[config.mk]
export PLATFORM = sky130hd
export DESIGN_NAME = sha_uart_ctrl
export DESIGN_NICKNAME = d
export VERILOG_FILES = /design/src/rtl/sha_uart_ctrl.sv
export SDC_FILE = /design/constraint.sdc
export NUM_CORES = 2
export LEC_CHECK = 0
export BUFFER_PORTS_ARGS = -buffer_cell sky130_fd_sc_hd__buf_2
export CAP_MARGIN = 20
export CORE_AREA = 8 8 304 306
export DETAILED_ROUTE_END_ITERATION = 16
export DIE_AREA = 0 0 312 314
export GPL_TIMING_DRIVEN = 0
export PLACE_DENSITY = 0.62
export SLEW_MARGIN = 0
export SYNTH_ARGS = -nofsm -noshare
export SYNTH_HDL_FRONTEND = slang
export SYNTH_SLANG_ARGS = --single-unit
export TNS_END_PERCENT = 1
[constraint.sdc]
create_clock -name clk -period 7.1 [get_ports clk]
set_input_delay 0.355 -clock clk [delete_from_list [all_inputs] [get_ports clk]]
set_output_delay 0.355 -clock clk [all_outputs]
set_load 0.05 [all_outputs]
[src/rtl/sha_uart_ctrl.sv]
// sha_uart_ctrl: frames a command byte plus a 64-byte block from the UART
// receiver, issues init/next to the SHA-256 core, then streams the 32-byte
// digest (or a single error byte) back out through the UART transmitter.
//
// Handshakes:
//   rx:  a byte is taken once per rising edge of rx_ready; rx_data is sampled
//        on that same cycle.
//   tx:  tx_start is a one-cycle request issued only while tx_busy is low;
//        tx_data stays put until the transmitter has gone busy and idle again.
//   sha: sha_init/sha_next pulse for one cycle only while sha_ready is high;
//        sha_block is frozen from the pulse until the digest is captured.
module sha_uart_ctrl #(
  parameter int          CLK_FREQ   = 200_000_000,
  parameter int          TIMEOUT_MS = 10,
  parameter logic [7:0]  ERR_BYTE   = 8'hEE
) (
  input  logic         clk,
  input  logic         rst,
  input  logic         rx_ready,
  input  logic [7:0]   rx_data,
  input  logic         tx_busy,
  output logic         tx_start,
  output logic [7:0]   tx_data,
  output logic [511:0] sha_block,
  output logic         sha_init,
  output logic         sha_next,
  input  logic         sha_ready,
  input  logic [255:0] sha_digest,
  input  logic         sha_digest_valid,
  output logic         ctrl_busy,
  output logic         frame_err,
  output logic [2:0]   state_dbg
);

  localparam int TIMEOUT_CYC = CLK_FREQ / 1000 * TIMEOUT_MS;
  localparam int TW          = $clog2(TIMEOUT_CYC + 1);
  localparam logic [TW-1:0] TMO_LOAD = TW'(TIMEOUT_CYC);

  typedef enum logic [2:0] {
    S_IDLE       = 3'd0,
    S_RX_BLOCK   = 3'd1,
    S_ISSUE      = 3'd2,
    S_WAIT_SHA   = 3'd3,
    S_TX_START   = 3'd4,
    S_TX_WAIT_HI = 3'd5,
    S_TX_WAIT_LO = 3'd6
  } state_t;

  state_t         state, state_nxt;
  logic           rx_q;
  logic           is_next;
  logic           err_mode;
  logic [6:0]     byte_cnt;
  logic [TW-1:0]  tmo_cnt;
  logic [1:0]     guard_cnt;
  logic [255:0]   digest_sr;
  logic [5:0]     tx_cnt;

  logic rx_edge, cmd_ok, tmo_hit, last_byte;

  assign rx_edge   = rx_ready & ~rx_q;
  assign cmd_ok    = (rx_data == 8'h01) || (rx_data == 8'h02);
  assign tmo_hit   = (tmo_cnt == '0);
  assign last_byte = (byte_cnt == 7'd63);
  assign ctrl_busy = (state != S_IDLE);
  assign state_dbg = state;

  // Next-state decode; bytes arriving outside IDLE/RX_BLOCK are ignored.
  always_comb begin
    state_nxt = state;
    case (state)
      S_IDLE:       if (rx_edge) state_nxt = cmd_ok ? S_RX_BLOCK : S_TX_START;
      S_RX_BLOCK:   if (rx_edge) begin
                      if (last_byte) state_nxt = S_ISSUE;
                    end else if (tmo_hit) begin
                      state_nxt = S_TX_START;
                    end
      S_ISSUE:      if (sha_ready) state_nxt = S_WAIT_SHA;
      S_WAIT_SHA:   if (guard_cnt == 2'd0 && sha_digest_valid) state_nxt = S_TX_START;
      S_TX_START:   if (!tx_busy) state_nxt = S_TX_WAIT_HI;
      S_TX_WAIT_HI: if (tx_busy) state_nxt = S_TX_WAIT_LO;
      S_TX_WAIT_LO: if (!tx_busy) begin
                      if (err_mode || tx_cnt == 6'd1) state_nxt = S_IDLE;
                      else                            state_nxt = S_TX_START;
                    end
      default:      state_nxt = S_IDLE;
    endcase
  end

  // State register plus the datapath that each state drives.
  always_ff @(posedge clk) begin
    if (rst) begin
      state     <= S_IDLE;
      rx_q      <= 1'b1;
      tx_start  <= 1'b0;
      tx_data   <= 8'h00;
      sha_block <= '0;
      sha_init  <= 1'b0;
      sha_next  <= 1'b0;
      frame_err <= 1'b0;
      is_next   <= 1'b0;
      err_mode  <= 1'b0;
      byte_cnt  <= 7'd0;
      tmo_cnt   <= TMO_LOAD;
      guard_cnt <= 2'd0;
      digest_sr <= '0;
      tx_cnt    <= 6'd0;
    end else begin
      state     <= state_nxt;
      rx_q      <= rx_ready;
      tx_start  <= 1'b0;
      sha_init  <= 1'b0;
      sha_next  <= 1'b0;
      frame_err <= 1'b0;
      case (state)
        S_IDLE: begin
          if (rx_edge) begin
            if (cmd_ok) begin
              is_next  <= (rx_data == 8'h02);
              err_mode <= 1'b0;
              byte_cnt <= 7'd0;
              tmo_cnt  <= TMO_LOAD;
            end else begin
              err_mode  <= 1'b1;
              frame_err <= 1'b1;
            end
          end
        end
        S_RX_BLOCK: begin
          if (rx_edge) begin
            sha_block <= {sha_block[503:0], rx_data};
            byte_cnt  <= byte_cnt + 7'd1;
            tmo_cnt   <= TMO_LOAD;
          end else if (tmo_hit) begin
            err_mode  <= 1'b1;
            frame_err <= 1'b1;
          end else begin
            tmo_cnt <= tmo_cnt - TW'(1);
          end
        end
        S_ISSUE: begin
          if (sha_ready) begin
            sha_init  <= ~is_next;
            sha_next  <= is_next;
            // Skip the pulse cycle and the one after: valid may still be
            // left over from the previous block.
            guard_cnt <= 2'd2;
          end
        end
        S_WAIT_SHA: begin
          if (guard_cnt != 2'd0) begin
            guard_cnt <= guard_cnt - 2'd1;
          end else if (sha_digest_valid) begin
            digest_sr <= sha_digest;
            tx_cnt    <= 6'd32;
          end
        end
        S_TX_START: begin
          if (!tx_busy) begin
            tx_start <= 1'b1;
            tx_data  <= err_mode ? ERR_BYTE : digest_sr[255:248];
          end
        end
        S_TX_WAIT_LO: begin
          if (!tx_busy) begin
            digest_sr <= {digest_sr[247:0], 8'h00};
            tx_cnt    <= tx_cnt - 6'd1;
          end
        end
        default: ;
      endcase
    end
  end

endmodule

==> qor.yml <==
run_status:
  status: "completed"
route:
  drcViolationCount: 0
  ant_nets: 0
  avgViaCountPerCell: 5.11
  first_pass_iters: 5
  drtIter0Drc: 2917
  wl_per_cell_um: 20.3
  vias: 32537
  drt-total-wl_um: 129000
sta:
  max_slew_margin: 0.277
  hold_viol: 0
  rsz0062_at_grt: "no"
  tns_ns: 0
  worstMarginPinSlew_ns: 1.07
  skew_ns: 0.0158
  setup_violations: 0
  fin_crit_sh: 0.459
  period_needed_ns: 3.26
  fmax_mhz: 307
  slew_viol_final: 0
worst_setup_path:
  r2r_start: "state_dbg[1]$_SDFFE_PP0P_"
  worstSetupEndpointType: "register"
  cpPeakStageDelay_ns: 0.60
  startpoint: "state_dbg[1]$_SDFFE_PP0P_"
  crit_family: "buffers and inverters"
  r2r_end: "digest_sr[91]$_SDFFE_PP0P_"
  cp_data_required_time_ns: 7.59
  path_max_fanout: 10
  timing.critical_path.cells: "clkbuf_1 > o21a_1 > clkbuf_1 > clkbuf_1 > clkbuf_1 > a311oi_1"
  crit_path_top_delay_cell: "clkbuf_1"
  critPathLaunchType: "register"
  worstPathArrival_ns: 3.74
  path_class: "register to register"
  reg2reg_depth: 6
  reg2reg_slack_ns: 3.84
  crit_top_cell: "clkbuf_1"
  cp_num_buf_inv: 4
synthesis:
  synth_edf_count: 0
  ys_warn_count: 0
  syn-cell-area_um2: 31000
  syn_avg_cell_area_um2: 7.76
  yosysUniqueCellTypes: 56
  synth-seq-area-share: 0.531
  ys_async_sr_fraction: 0
  synthFlopType: "dfxtp_1"
  syn-num-nets: 4264
  ys_seq_elements: 822
  syn_inst: 3989
power:
  p_int_mw: 7.66
  seqPwrFrac: 0.461
  leakagePower_nw: 16.4
  combPwrFrac: 0.076
  p_per_area_nw_per_um2: 243
  ir_worst_vdd_mv: 0.163
  switching_share: 0.248
  power.switching_mw: 2.52
  clkPwrFrac: 0.464
global_routing:
  grt_pass1_wl_um: 193000
  grt_pass1_vias: 31779
  grt_antenna_before_repair: 7
  gr-total-overflow: 0
  grt_usage: 0.247
  grt_max_degree: 14
floorplan:
  die_h_um: 314
  die-area_um2: 98000
  start_util: 0.354
  io_pins: 798
  dieWidth_um: 312
  rows: 109
  design.core.area_um2: 87600
cts:
  cts.clk_slew.worst_paths_ns: 0.06
  cts_post_setup_buffers_inserted: 0
  numCtsBuffers: 89
  cts_tree: "yes"
  cts_buffer_depth: 3
  clock_latency_ns: 0.64
  htree_levels: 3
  cts_root_buffer: "clkbuf_16"
  cts.sinks: 822
cells_and_area:
  finalNetCount: 5400
  final_area_um2: 41900
  syn_to_final_growth_pct: 35.3
  instances_no_fill: 6368
  drive_above_1_share: 0.191
place:
  place_inst: 5953
  post-dp-hpwl_um: 98600
  portBuffers: 797
  gp_congestion: 0.957
  place_area_um2: 36400
flow_run:
  maxCapViolations: 0
min_path:
  whs_endpoint: "digest_sr[194]$_SDFFE_PP0P_"
  hp-start: "sha_digest[194]"
  hold_class: "input pin to register"
  hold_path_depth: 3
[placed cells by master, fill, tap and decap left out, types with 16 or more instances in the layout]
master and instances:
dlygate4sd3_1 246, a311oi_1 250, clkbuf_16 90, nand2_1 1558, a21oi_1 542, nor2_1 288, clkbuf_8 18, nand3_1 16
nor3_1 25, dfxtp_1 822, buf_2 834, clkbuf_1 297
[worst max-delay path by stage]
stage / to / slack (ns) / depth (start not counted)
CTS: sha_block[394]$_SDFFE_PP0P_ / 3.87 / 7
global route: sha_block[394]$_SDFFE_PP0P_ / 3.73 / 7
finish: digest_sr[91]$_SDFFE_PP0P_ / 3.84 / 6
floorplan: sha_block[280]$_SDFFE_PP0P_ / 4.77 / 6
global placement: sha_block[202]$_SDFFE_PP0P_ / 3.60 / 6
detailed placement: sha_block[394]$_SDFFE_PP0P_ / 3.91 / 7
[power groups by stage]
stage                     registers (mW)  clock network, mW  logic, mW
after floorplan                     4.82                  0      0.342
after detailed placement            4.79                  0      0.649
after global routing                4.69               5.01      0.827
after global placement              4.79                  0      0.647
final                               4.69               4.72      0.770
after CTS                           4.69               4.81      0.760
[Yosys cell counts (13+ instances only)]
cell      instances  share of area
a311oi_1        250          0.071
nor3_1           25         0.0040
nand2_1        1558           0.19
buf_1            13         0.0016
nand3_1          16         0.0026
or4_1            15         0.0036
nor2_1          288          0.035
buf_2            36         0.0058
o21ai_0          13         0.0021
dfxtp_1         822           0.53
a21oi_1         542          0.088
clkbuf_1        277          0.034
[cell type report]
cell class / instances / area (um2)
Antenna cell: 9 / 22.5
Clock buffer: 128 / 2570
Timing Repair Buffer: 1045 / 6470
Buffer: 328 / 1290
Tap cell: 1165 / 1460
Inverter: 10 / 37.5
Multi-Input combinational cell: 2829 / 13200
Fill cell: 8613 / 45700
Sequential cell: 822 / 16500
Clock inverter: 32 / 400
[worst register-to-register path: cells and delay by family, from the launching register on]
family | cells | cell delay [ns]
flops | 1 | 0.53
compound gates | 2 | 0.49
buf+inv | 4 | 2.09
[timing repair]
action	CTS	global route
hold buffers	246	0
setup endpoints to repair	0	0
resized for setup	0	0
endpoints found under the hold margin	247	0
[routing by layer]
layer | wire (um) | GRT usage | up-vias
li1 | - | - | 15685
met1 | 52200 | 0.296 | 15333
met2 | 60700 | 0.416 | 1227
met3 | 10800 | 0.0705 | 292
met4 | 5360 | 0.101 | 0
met5 | 0 | 0 | -
[flip-flops by register name (all words and copies together) (netlist names), 2 cells and up]
name,count
state_dbg,3
tx_cnt,6
tmo_cnt,21
sha_block,512
byte_cnt,7
guard_cnt,2
digest_sr,256
tx_data,8
[logic make-up after synthesis]
family,after synthesis,synth area share
fa+ha+maj,5,0.00202
compound gates,844,0.170
mux,7,0.00251
xor+xnor,6,0.00170
buf+inv,338,0.0428
flops,822,0.531
simple gates,1967,0.250
[metrics by stage]
stage	utilization	worst slack, ns	hold WS [ns]	total power, mW
2_1_floorplan	-	4.77	0.392	5.16
5_1_grt	0.478	3.73	0.0182	10.5
4_1_cts	0.478	3.87	0.0000764	10.3
3_3_place_gp	0.416	3.60	0.400	5.44
6_report	0.478	3.84	0.0428	10.2
3_5_place_dp	0.416	3.91	0.402	5.44
(Power assumes the default switching activity.)
